## src/rtl/alif_pkg.sv

```systemverilog
// alif_pkg -- shared constants and arithmetic helpers for the ALIF neuron array.
//
// Holds the default parameter values used by alif_array and alif_update, plus
// the saturating-add and floored-decay helpers used for the adaptive threshold.
// The helpers work on 32-bit containers; callers zero-extend their operands and
// truncate the result back to their own width.
package alif_pkg;

  localparam int unsigned DEF_N_NEURONS   = 4;
  localparam int unsigned DEF_WIDTH       = 8;
  localparam int unsigned DEF_LEAK_SHIFT  = 3;
  localparam int unsigned DEF_BASE_THETA  = 100;
  localparam int unsigned DEF_THETA_STEP  = 40;
  localparam int unsigned DEF_THETA_DECAY = 1;
  localparam int unsigned DEF_REFRAC_STEPS = 2;

  // a + b, clamped to 2^width - 1.
  function automatic logic [31:0] sat_add(input logic [31:0] a,
                                          input logic [31:0] b,
                                          input int unsigned width);
    logic [32:0] sum;
    logic [32:0] max_val;
    sum     = {1'b0, a} + {1'b0, b};
    max_val = (33'd1 << width) - 33'd1;
    return (sum > max_val) ? max_val[31:0] : sum[31:0];
  endfunction

  // max(a - dec, floor_val) without ever wrapping below zero.
  function automatic logic [31:0] decay_floor(input logic [31:0] a,
                                              input logic [31:0] dec,
                                              input logic [31:0] floor_val);
    if ({1'b0, a} >= ({1'b0, floor_val} + {1'b0, dec})) begin
      return a - dec;
    end
    return floor_val;
  endfunction

endpackage

```

## src/rtl/alif_update.sv

```systemverilog
// alif_update -- combinational single-neuron adaptive LIF update.
//
// Ports:
//   refrac_i / refrac_o  refractory down-counter in/out (only with ALIF_REFRACTORY_EN)
//   v_i, theta_i         current membrane potential and threshold
//   cur_i                synaptic input current for this update
//   v_o, theta_o         next membrane potential and threshold
//   spike_o              neuron fires on this update
//
// Build option: ALIF_REFRACTORY_EN adds the refractory counter; a neuron with a
// non-zero count ignores its input, holds v at 0 and lets its threshold decay.
module alif_update
  import alif_pkg::*;
#(
  parameter int unsigned WIDTH        = DEF_WIDTH,
  parameter int unsigned LEAK_SHIFT   = DEF_LEAK_SHIFT,
  parameter int unsigned BASE_THETA   = DEF_BASE_THETA,
  parameter int unsigned THETA_STEP   = DEF_THETA_STEP,
`ifdef ALIF_REFRACTORY_EN
  parameter int unsigned REFRAC_STEPS = DEF_REFRAC_STEPS,
  parameter int unsigned RW           = 2,
`endif
  parameter int unsigned THETA_DECAY  = DEF_THETA_DECAY
) (
`ifdef ALIF_REFRACTORY_EN
  input  logic [RW-1:0]    refrac_i,
  output logic [RW-1:0]    refrac_o,
`endif
  input  logic [WIDTH-1:0] v_i,
  input  logic [WIDTH-1:0] theta_i,
  input  logic [WIDTH-1:0] cur_i,
  output logic [WIDTH-1:0] v_o,
  output logic [WIDTH-1:0] theta_o,
  output logic             spike_o
);

  logic [WIDTH-1:0] leaked;
  logic [WIDTH:0]   v_sum;
  logic [WIDTH-1:0] v_next;
  logic [WIDTH-1:0] theta_up;
  logic [WIDTH-1:0] theta_dn;

  // v - (v >> LEAK_SHIFT) never underflows, so only the add needs the extra bit.
  assign leaked   = v_i - (v_i >> LEAK_SHIFT);
  assign v_sum    = {1'b0, leaked} + {1'b0, cur_i};
  assign v_next   = v_sum[WIDTH] ? {WIDTH{1'b1}} : v_sum[WIDTH-1:0];
  assign theta_up = WIDTH'(sat_add(32'(theta_i), 32'(THETA_STEP), WIDTH));
  assign theta_dn = WIDTH'(decay_floor(32'(theta_i), 32'(THETA_DECAY), 32'(BASE_THETA)));

  always_comb begin
    v_o      = v_next;
    theta_o  = theta_dn;
    spike_o  = 1'b0;
`ifdef ALIF_REFRACTORY_EN
    refrac_o = '0;
    if (refrac_i != '0) begin
      v_o      = '0;
      refrac_o = refrac_i - RW'(1);
    end else
`endif
    if (v_next >= theta_i) begin
      v_o      = '0;
      theta_o  = theta_up;
      spike_o  = 1'b1;
`ifdef ALIF_REFRACTORY_EN
      refrac_o = RW'(REFRAC_STEPS);
`endif
    end
  end

endmodule

```

## src/rtl/alif_array.sv

```systemverilog
// alif_array -- time-multiplexed array of adaptive LIF neurons.
//
// One input beat updates the neuron selected by an internal index, which then
// advances and wraps at N_NEURONS-1. Results sit in a single output register
// that can be refilled in the same cycle it drains.
//
// Ports:
//   clk, rst                  clock, synchronous active-high reset
//   in_valid/in_ready         input current handshake, in_current = current
//   out_valid/out_ready       result handshake
//   out_idx, out_spike,       neuron index, fire flag, threshold after update,
//   out_theta, out_last       and end-of-timestep marker (index N_NEURONS-1)
//
// Build option: ALIF_REFRACTORY_EN enables per-neuron refractory counters.
module alif_array
  import alif_pkg::*;
#(
  parameter int unsigned N_NEURONS    = DEF_N_NEURONS,
  parameter int unsigned WIDTH        = DEF_WIDTH,
  parameter int unsigned LEAK_SHIFT   = DEF_LEAK_SHIFT,
  parameter int unsigned BASE_THETA   = DEF_BASE_THETA,
  parameter int unsigned THETA_STEP   = DEF_THETA_STEP,
  parameter int unsigned THETA_DECAY  = DEF_THETA_DECAY,
  parameter int unsigned REFRAC_STEPS = DEF_REFRAC_STEPS
) (
  input  logic                         clk,
  input  logic                         rst,
  input  logic                         in_valid,
  output logic                         in_ready,
  input  logic [WIDTH-1:0]             in_current,
  output logic                         out_valid,
  input  logic                         out_ready,
  output logic [$clog2(N_NEURONS)-1:0] out_idx,
  output logic                         out_spike,
  output logic [WIDTH-1:0]             out_theta,
  output logic                         out_last
);

  localparam int unsigned IDX_W = $clog2(N_NEURONS);

  logic [WIDTH-1:0] v_q     [N_NEURONS];
  logic [WIDTH-1:0] v_d     [N_NEURONS];
  logic [WIDTH-1:0] theta_q [N_NEURONS];
  logic [WIDTH-1:0] theta_d [N_NEURONS];
  logic [IDX_W-1:0] idx_q, idx_d;

  logic             out_valid_q, out_valid_d;
  logic [IDX_W-1:0] out_idx_q, out_idx_d;
  logic             out_spike_q, out_spike_d;
  logic [WIDTH-1:0] out_theta_q, out_theta_d;
  logic             out_last_q, out_last_d;

  logic             accept;
  logic             idx_at_end;
  logic [WIDTH-1:0] upd_v, upd_theta;
  logic             upd_spike;

`ifdef ALIF_REFRACTORY_EN
  localparam int unsigned RW = (REFRAC_STEPS < 1) ? 1 : $clog2(REFRAC_STEPS + 1);
  logic [RW-1:0] refrac_q [N_NEURONS];
  logic [RW-1:0] refrac_d [N_NEURONS];
  logic [RW-1:0] upd_refrac;
`endif

  assign in_ready   = !out_valid_q || out_ready;
  assign accept     = in_valid && in_ready;
  assign idx_at_end = (idx_q == IDX_W'(N_NEURONS - 1));

  alif_update #(
    .WIDTH        (WIDTH),
    .LEAK_SHIFT   (LEAK_SHIFT),
    .BASE_THETA   (BASE_THETA),
    .THETA_STEP   (THETA_STEP),
`ifdef ALIF_REFRACTORY_EN
    .REFRAC_STEPS (REFRAC_STEPS),
    .RW           (RW),
`endif
    .THETA_DECAY  (THETA_DECAY)
  ) u_update (
`ifdef ALIF_REFRACTORY_EN
    .refrac_i (refrac_q[idx_q]),
    .refrac_o (upd_refrac),
`endif
    .v_i      (v_q[idx_q]),
    .theta_i  (theta_q[idx_q]),
    .cur_i    (in_current),
    .v_o      (upd_v),
    .theta_o  (upd_theta),
    .spike_o  (upd_spike)
  );

  always_comb begin
    v_d         = v_q;
    theta_d     = theta_q;
`ifdef ALIF_REFRACTORY_EN
    refrac_d    = refrac_q;
`endif
    idx_d       = idx_q;
    out_valid_d = out_valid_q;
    out_idx_d   = out_idx_q;
    out_spike_d = out_spike_q;
    out_theta_d = out_theta_q;
    out_last_d  = out_last_q;
    if (accept) begin
      v_d[idx_q]     = upd_v;
      theta_d[idx_q] = upd_theta;
`ifdef ALIF_REFRACTORY_EN
      refrac_d[idx_q] = upd_refrac;
`endif
      idx_d       = idx_at_end ? '0 : idx_q + IDX_W'(1);
      out_valid_d = 1'b1;
      out_idx_d   = idx_q;
      out_spike_d = upd_spike;
      out_theta_d = upd_theta;
      out_last_d  = idx_at_end;
    end else if (out_ready) begin
      out_valid_d = 1'b0;
    end
  end

  always_ff @(posedge clk) begin
    if (rst) begin
      for (int i = 0; i < N_NEURONS; i++) begin
        v_q[i]     <= '0;
        theta_q[i] <= WIDTH'(BASE_THETA);
`ifdef ALIF_REFRACTORY_EN
        refrac_q[i] <= '0;
`endif
      end
      idx_q       <= '0;
      out_valid_q <= 1'b0;
      out_idx_q   <= '0;
      out_spike_q <= 1'b0;
      out_theta_q <= '0;
      out_last_q  <= 1'b0;
    end else begin
      v_q         <= v_d;
      theta_q     <= theta_d;
`ifdef ALIF_REFRACTORY_EN
      refrac_q    <= refrac_d;
`endif
      idx_q       <= idx_d;
      out_valid_q <= out_valid_d;
      out_idx_q   <= out_idx_d;
      out_spike_q <= out_spike_d;
      out_theta_q <= out_theta_d;
      out_last_q  <= out_last_d;
    end
  end

  assign out_valid = out_valid_q;
  assign out_idx   = out_idx_q;
  assign out_spike = out_spike_q;
  assign out_theta = out_theta_q;
  assign out_last  = out_last_q;

endmodule

```

## config.mk

```make
export PLATFORM = sky130hd
export DESIGN_NAME = alif_array
export DESIGN_NICKNAME = d
export VERILOG_FILES = /design/src/rtl/alif_pkg.sv /design/src/rtl/alif_update.sv /design/src/rtl/alif_array.sv
export SDC_FILE = /design/constraint.sdc
export NUM_CORES = 1
export LEC_CHECK = 0
export ABC_AREA = 1
export ABC_CLOCK_PERIOD_IN_PS = 4750
export BUFFER_PORTS_ARGS = -buffer_cell sky130_fd_sc_hd__buf_4
export CORE_MARGIN = 2
export CORE_UTILIZATION = 45
export DETAILED_ROUTE_END_ITERATION = 6
export PLACE_DENSITY_LB_ADDON = 0.1
export SLEW_MARGIN = 20
export SYNTH_ARGS = -nofsm -noshare
export SYNTH_HDL_FRONTEND = slang
export SYNTH_SLANG_ARGS = --single-unit
```

## constraint.sdc

```tcl
create_clock -name clk -period 4.75 [get_ports clk]
set_input_delay 0.475 -clock clk [delete_from_list [all_inputs] [get_ports clk]]
set_output_delay 0.475 -clock clk [all_outputs]
set_load 0.005 [all_outputs]
```

**Word-level counts from Yosys, hierarchy flattened**

Cells that the tools add are included.

- Add/sub/neg operators: 5
- Magnitude comparators: 5
- Eq/ne operators: 1
- Multiplexer cells: 21
- Bitwise gates (word level): 1
- Reductions and logical operators: 5

Operator list:

| kind | number |
|---|---|
| 2-to-1 mux 8 bit | 11 |
| bitwise mux 32 bit | 2 |
| binary-select mux 8 bit (select 2 bit) | 2 |
| demux 8 bit (select 2 bit) | 1 |
| adder 8 x 6 -> 9 bit (second input constant) | 1 |
| adder 8 x 8 -> 9 bit | 1 |
| greater-than comparator 9 x 8 -> 1 bit (second input constant) | 1 |
| greater-or-equal comparator 8 x 7 -> 1 bit (second input constant) | 1 |
| greater-or-equal comparator 8 bit | 1 |
| subtractor 8 x 1 -> 8 bit (second input constant) | 1 |
| subtractor 8 x 5 -> 8 bit | 1 |
| 2-to-1 mux 1 bit | 4 |
| greater-or-equal comparator 3 bit (second input constant) | 1 |
| less-than comparator 3 x 1 -> 1 bit (second input constant) | 1 |
| inverter 2 -> 3 bit | 1 |
| adder 2 x 1 -> 2 bit (second input constant) | 1 |
| == test 2 bit (second input constant) | 1 |
| logical AND 1 bit | 2 |
| 2-to-1 mux 2 bit | 1 |
| nonzero test 2 bit | 1 |
| zero test 1 bit | 1 |
| logical OR 1 bit | 1 |

- Bits in registers: 79
- Input port bits: 12
- Output and inout bits: 14
- Word-level logic and storage cells: 52

**Longest topological paths before layout**

Gate-level depths: netlist of run 1.

- Word-level depth: 10
- Mapped depth: 34
- Gate-level depth less buffers: 30

**Hierarchy**

From an unflattened synthesis of run 1, not the netlist that was laid out.

- Cell total of the unflattened synthesis: 888
- Area total of the unflattened synthesis: 5671.7 um2

By module, submodules not included:

| module | instances | cells each | area each (um2) | seq. area each (um2) |
|---|---|---|---|---|
| alif_array | 1 | 630 | 4167.7 | 1581.5 |
| alif_update | 1 | 258 | 1503.9 | 0.0 |

**Worst setup path before layout of run 1**

No wires, ideal clock.

- Path kind: register -> register
- Start point: register idx_q[1]
- End point: register out_theta_q[4], in the netlist out_theta[4]
- Arrival time: 4.598 ns
- Required time: 4.618 ns
- Path slack: 0.019 ns
- Cell stages (with the launch flop): 30
- Buffers on the path: 3
- Period minus slack after synthesis: 4.731 ns
- Cell sequence: dfxtp_1 -> inv_2 -> buf_2 -> buf_1 -> o21ai_0 -> o22ai_1 -> ha_1 -> inv_1 -> fa_1 -> nand3_1 -> nand2_1 -> nand2_1 -> nand3_1 -> xor2_1 -> ha_1 -> nand2_1 -> inv_1 -> a221oi_1 -> nand2_1 -> nand2_1 -> nand3_1 -> ha_1 -> a21oi_1 -> o21a_1 -> nand3_2 -> inv_2 -> buf_2 -> nand2_1 -> nand2_4 -> a21oi_2

- Cells in the longest elaborated chain, start to end: 9
- Elaborated cells on any way between the ends: 20
- Classes of those cells: 4 x add/sub; 3 x order compare; 12 x mux; 1 x bitwise

RTL lines:

| element | RTL line | RTL |
|---|---|---|
| start: declaration | alif_array.sv:45 | `logic [IDX_W-1:0] idx_q, idx_d;` |
| start signal: assignment | alif_array.sv:142 | `idx_q <= idx_d;` |
| inverter 2 -> 3 bit (not written as such) (*) | alif_array.sv:84, alif_array.sv:85 |  |
| binary-select mux 8 bit (select 2 bit) | alif_array.sv:84 | `.v_i (v_q[idx_q]),` |
| 2-to-1 mux 8 bit (not written as such) (2 in a row) | alif_array.sv:84 |  |
| subtractor 8 x 5 -> 8 bit | alif_update.sv:44 | `assign leaked = v_i - (v_i >> LEAK_SHIFT);` |
| adder 8 x 8 -> 9 bit | alif_update.sv:45 | `assign v_sum = {1'b0, leaked} + {1'b0, cur_i};` |
| 2-to-1 mux 8 bit | alif_update.sv:46 | `assign v_next = v_sum[WIDTH] ? {WIDTH{1'b1}} : v_sum[WIDTH-1:0];` |
| greater-or-equal comparator 8 bit | alif_update.sv:61 | `if (v_next >= theta_i) begin` |
| 2-to-1 mux 8 bit (*) | alif_update.sv:61 |  |
| end signal: assignment | alif_array.sv:146 | `out_theta_q <= out_theta_d;` |
| end: declaration | alif_array.sv:50 | `logic [WIDTH-1:0] out_theta_q, out_theta_d;` |

Every way passes the cells marked *; elsewhere a longest branch is shown, timed or not. The select of a mux whose other input is x is not followed.
A chain may end at the register's enable or synchronous reset.

**Worst setup path after layout of run 1**

- Start point: register idx_q[0]
- End point: register theta_q[31] (netlist bit)

- Cells in the longest elaborated chain, start to end: 10
- Elaborated cells on any way between the ends: 26
- Classes of those cells: 4 x add/sub; 5 x order compare; 15 x mux; 1 x bitwise; 1 x reduce/logical

RTL lines:

| element | RTL line | RTL |
|---|---|---|
| inverter 2 -> 3 bit (not written as such) (*) | alif_array.sv:84, alif_array.sv:85, alif_array.sv:106 |  |
| binary-select mux 8 bit (select 2 bit) | alif_array.sv:84 |  |
| 2-to-1 mux 8 bit (not written as such) (2 in a row) | alif_array.sv:84 |  |
| subtractor 8 x 5 -> 8 bit | alif_update.sv:44 |  |
| adder 8 x 8 -> 9 bit | alif_update.sv:45 |  |
| 2-to-1 mux 8 bit | alif_update.sv:46 |  |
| greater-or-equal comparator 8 bit | alif_update.sv:61 |  |
| 2-to-1 mux 8 bit | alif_update.sv:61 |  |
| bitwise mux 32 bit (*) | alif_array.sv:106 | `theta_d[idx_q] = upd_theta;` |
| end signal: indexed assignment | alif_array.sv:125 | `theta_q[i] <= WIDTH'(BASE_THETA);` |
| end signal: assignment | alif_array.sv:138 | `theta_q <= theta_d;` |
| end: declaration | alif_array.sv:43 | `logic [WIDTH-1:0] theta_q [N_NEURONS];` |

Marked as above.

==> results of run 1 <==
-- where the power goes --
part           switching (mW)  total (mW)  internal, mW  leakage [nW]
Sequential             0.0500       0.807         0.757         0.647
Combinational            1.78        2.72         0.941          1.53
Clock                   0.241       0.549         0.308         0.103
Total                    2.07        4.07          2.01          2.28
-- registers in the layout (all words and copies together), names as in the netlist --
name and cells:
out_last 1, out_valid 1, idx_q 2, out_idx 2, v_q 32, theta_q 32
out_spike 1, out_theta 8
-- worst paths after layout --
kind                      startpoint                       end  slack [ps]
min                              rst   out_idx[0]$_SDFFE_PP0P_         400
min reg2reg  out_idx[0]$_SDFFE_PP0P_   out_idx[0]$_SDFFE_PP0P_         470
max reg2reg    idx_q[0]$_SDFFE_PP0P_  theta_q[31]$_SDFFE_PP0P_         290
max            idx_q[0]$_SDFFE_PP0P_  theta_q[31]$_SDFFE_PP0P_         290
-- per-stage QoR --
| step | instances | utilization |
|---|---|---|
| 2_1_floorplan | 609 | - |
| 3_3_place_gp | 752 | 0.4885 |
| 3_5_place_dp | 752 | 0.4885 |
| 4_1_cts | 767 | 0.5108 |
| 5_1_grt | 770 | 0.5294 |
| 6_report | 770 | 0.5294 |
-- layer usage --
| layer | up-vias | GRT usage | wire [um] |
|---|---|---|---|
| li1 | 2130 | - | - |
| met1 | 1926 | 0.2723 | 5356 |
| met2 | 47 | 0.3917 | 5951 |
| met3 | 16 | 0.03649 | 279 |
| met4 | 0 | 0.06767 | 189 |
| met5 | - | 0 | 0 |
-- cell families (layout without fill, tap and decap cells) --
logic type | after synthesis | in the layout | synth area share
xor gates and xnor gates | 12 | 12 | 0.02250
adders and majority gates | 33 | 33 | 0.09162
and+or+nand+nor | 208 | 208 | 0.2250
buffers and inverters | 75 | 100 | 0.06992
AOI/OAI and AO/OA | 202 | 202 | 0.2523
DFF | 79 | 79 | 0.3386
-- what timing repair did --
action,4_1_cts,5_1_grt
pin swaps,0,11
endpoints found under the setup margin,9,73
endpoints found under the hold margin,0,0
gates resized for setup,3,37
setup buffers,0,3
-- synthesized netlist by cell type, types with 4 or more instances --
cell / n
nand2_1: 115
dfxtp_1: 79
o21ai_0: 76
a21oi_1: 71
inv_1: 38
ha_1: 31
nand3_1: 27
a21oi_2: 23
nor2_1: 22
clkbuf_1: 13
nand2_2: 13
xor2_1: 11
o21ai_1: 9
o21ai_2: 9
buf_2: 8
nand2_4: 8
inv_2: 7
nand3_2: 6
nand4_2: 6
nand4_1: 4
-- final cells by class --
cell class,instances,share of cell area
Multi-Input combinational cell,455,0.5386
Sequential cell,79,0.2943
Timing Repair Buffer,39,0.06034
Inverter,46,0.03574
Tap cell,136,0.03156
Clock buffer,12,0.02692
Clock inverter,3,0.01253
==> flow_summary.ini, run 1 <==
[run_status]
status = finished, final reports clean

[timing]
finalMaxSlewViolations = 0
rsz0062_at_grt = yes
setup_slack_ps = 288.0
relSlewSlack = 0.3802
holdWs_ps = 401.5
period_needed_ps = 4462
finalSetupTns_ps = 0
fin_skew_ps = 13.72
hold_violations = 0
fmax_mhz = 224.1
worstMarginPinSlew_ps = 928.7
setup_viol_count_final = 0
finalCritPeriodShare = 0.9394

[floorplan]
die_area_um2 = 11210
coreArea_um2 = 10180
die_y_um = 105.9
initial_core_util = 0.4586
rows = 37
num_io_pins = 26
die_x_um = 105.9

[job]
maxCapViolations = 0

[detailed_routing]
firstDrtPassIters = 4
route.detailed.drc = 0
antenna_left = 0
viasPerCell = 5.349
drt-total-wl_mm = 11.78
vias = 4119
drt_iter0_drc = 208
wl_per_cell_um = 15.29

[layout]
nFillCells = 1021
area_delta_synth_final_pct = 15.43
ff_latch_area_um2 = 1587
stdcell_area_um2 = 5391
nNetsFinal = 675
diodes = 0
drive_gt1_frac = 0.2492
multi_input_area_um2 = 2904
mostFrequentLayoutCell = nand2_1
final_cell_mix = nand2_1 (114), dfxtp_1 (77), o21ai_0 (74)

[clock_tree]
cts_tree = done
clockBufferDepth = 2
h-tree-depth = 3
clkTransAtPathRegs_ps = 80
cts_made_buffers = 9
numClockSinks = 79
cts-root-buf = clkbuf_8
clk_latency_ps = 360
cts_hold_buf = 0

[pwr]
p_leak_nw = 2.280
power_mw = 4.074
vdd_ir_drop_max_mv = 0.3699
power_density_nw_per_um2 = 755.7

[synthesis]
synth_seq_area_share = 0.3386
ys.flop_type = dfxtp_1
ys_seq_elements = 79
syn_avg_cell_area_um2 = 7.670
synth_edf_count = 0
syn_nets = 654
yosysTopAreaCellShare = 0.3386
syn_area_um2 = 4671
synthArstFlopShare = 0
ys_types = 40
syn_inst = 609
yosysTopAreaCell = dfxtp_1
ys.warnings.count = 0
synthTopCellsByArea = dfxtp_1 (34%), nand2_1 (9.2%), ha_1 (8.3%), o21ai_0 (8.1%), a21oi_1 (7.6%)

[global_routing]
grt_overflow = 0
grt_pass1_wl_mm = 19.51
antenna_found_initial = 0
grt_pass1_vias = 3882
grt_use_total = 0.2205
grt_max_degree = 65

[critical_path]
path_class = reg2reg
slowest_stage = ha_1
crit_path_end_kind = register
cpLargestDelayFamily = simple AND/OR/NAND/NOR gates
worstPathArrival_ps = 4670
cp.depth = 28
cp-start-kind = register
crit_fanout = 17
rr_worst_depth = 28
cpPeakStageDelay_ps = 370
path_buf_inv = 5
required_ps = 4960
cpMostUsedCell = nand2_1

[min_path]
hold_depth = 2
hold_path.class = in2reg

[placed_design]
gp_congestion = 0.8542
dp_hpwl_mm = 8.329
port_buffers = 25
pre_cts_ws_ps = -3.737
placed_cell_area_um2 = 4975
No activity file was read; power rests on OpenSTA's default activity.
==> run 2, diff against run 1 <==
--- a/config.mk
+++ b/config.mk
@@ -8,3 +8,3 @@
 export ABC_AREA = 1
-export ABC_CLOCK_PERIOD_IN_PS = 4750
+export ABC_CLOCK_PERIOD_IN_PS = 3640
 export BUFFER_PORTS_ARGS = -buffer_cell sky130_fd_sc_hd__buf_4
==> constraint.sdc (replaced) <==
create_clock -name clk -period 3.64 [get_ports clk]
set_input_delay 0.728 -clock clk [delete_from_list [all_inputs] [get_ports clk]]
set_output_delay 0.728 -clock clk [all_outputs]
set_load 0.005 [all_outputs]
==> flow_summary.ini, run 2 (synthesis gave the netlist of run 1 again) <==
[run_status]
status = finished with violations
violations = negative setup slack

[detailed_routing]
drt_iter0_drc = 241
drt-total-wl_mm = 13.27
route.detailed.drc = 0
vias = 4501
firstDrtPassIters = 4
viasPerCell = 5.365
antenna_left = 0
wl_per_cell_um = 15.81

[global_routing]
grt_pass1_vias = 4216
grt_use_total = 0.2358
grt_pass1_wl_mm = 20.87
grt_overflow = 0
grt_max_degree = 65
antenna_found_initial = 0

[timing]
finalSetupTns_ps = -47230
relSlewSlack = 0.4058
hold_violations = 0
rsz0062_at_grt = yes
setup_viol_count_final = 73
finalCritPeriodShare = 1.192
worstMarginPinSlew_ps = 890.0
fin_skew_ps = 8.663
setup_slack_ps = -699.2
period_needed_ps = 4339
finalMaxSlewViolations = 0
fmax_mhz = 230.5
holdWs_ps = 466.1

[critical_path]
crit_path_end_kind = register
reg2reg_setup_slack_ps = -700
rr_worst_depth = 28
crit_fanout = 8
worstPathArrival_ps = 4570
cpMostUsedCell = buf_4
slowest_stage = dfxtp_4
path_class = reg2reg
required_ps = 3870
rr_endpoint = out_theta[2]$_SDFFE_PP0P_
r2r-start = idx_q[1]$_SDFFE_PP0P_
cp-start-kind = register
cpPeakStageDelay_ps = 390

[floorplan]
die_area_um2 = 11210
die_x_um = 105.9
rows = 37
num_io_pins = 26
initial_core_util = 0.4586
coreArea_um2 = 10180
die_y_um = 105.9

[layout]
mostFrequentLayoutCell = nand2_1
diodes = 0
nNetsFinal = 743
area_delta_synth_final_pct = 37.07
stdcell_area_um2 = 6402
multi_input_area_um2 = 3332
final_cell_mix = nand2_1 (96), buf_4 (94), dfxtp_1 (77)
nFillCells = 887
drive_gt1_frac = 0.4324
ff_latch_area_um2 = 1589

[min_path]
hold_path.class = reg2reg
holdPathEnd = out_last$_SDFFE_PP0P_
hold_depth = 2
min_from = out_last$_SDFFE_PP0P_

[placed_design]
placed_cell_area_um2 = 5485
pre_cts_ws_ps = -807.4
port_buffers = 25
dp_hpwl_mm = 8.958
gp_congestion = 0.8619

[clock_tree]
cts-root-buf = clkbuf_8
h-tree-depth = 3
cts_made_buffers = 9
clk_latency_ps = 350
cts_hold_buf = 0
clockBufferDepth = 2
cts_tree = done
numClockSinks = 79
clkTransAtPathRegs_ps = 80

[job]
maxCapViolations = 0
==> run 2: routing by layer <==
| layer | up-vias | routed length [um] | track usage |
|---|---|---|---|
| li1 | 2261 | - | - |
| met1 | 2139 | 5734 | 0.2911 |
| met2 | 80 | 6861 | 0.4203 |
| met4 | 0 | 266 | 0.06297 |
| met3 | 21 | 406 | 0.04329 |
| met5 | - | 0 | 0 |
==> run 2: area by class of cell <==
cell class / count / area share
tap: 136 / 0.02658
timing repair inverter: 1 / 0.0009771
clock inverter: 5 / 0.01642
multi-input combinational: 455 / 0.5204
sequential: 79 / 0.2482
inverter: 46 / 0.03049
timing repair buffer: 106 / 0.1348
clock buffer: 11 / 0.02208
==> run 2: worst max path at each step <==
stage	from	end	depth (start not counted)
after floorplan	idx_q[0]$_SDFFE_PP0P_	out_theta[4]$_SDFFE_PP0P_	31
after global placement	idx_q[0]$_SDFFE_PP0P_	v_q[12]$_SDFFE_PP0P_	25
after detailed placement	idx_q[0]$_SDFFE_PP0P_	v_q[12]$_SDFFE_PP0P_	25
after CTS	idx_q[0]$_SDFFE_PP0P_	out_theta[2]$_SDFFE_PP0P_	26
after global routing	idx_q[1]$_SDFFE_PP0P_	out_theta[2]$_SDFFE_PP0P_	30
final	idx_q[1]$_SDFFE_PP0P_	out_theta[2]$_SDFFE_PP0P_	28
==> run 2: critical path, delay by kind of cell (launching register included) <==
kind | cells | cell delay, ps
xor+xnor | 1 | 160
buf+inv | 9 | 970
compound gates | 7 | 770
fa+ha+maj | 3 | 840
flops | 1 | 390
simple gates | 8 | 1040
==> run 2: through the flow <==
stage	instances	util
2_1_floorplan	609	-
3_3_place_gp	804	0.5386
3_5_place_dp	804	0.5386
4_1_cts	833	0.5966
5_1_grt	839	0.6286
6_report	839	0.6286
==> run 2: repair_timing <==
item	CTS	global route
resized for setup	61	60
setup endpoints to repair	73	73
buffers inserted	12	6
gates cloned	1	1
pin swaps	47	28
Power of run 2 is left out: the tool's default activity adds up to more than one toggle a clock period on the data nets, which glitch-free logic cannot reach.
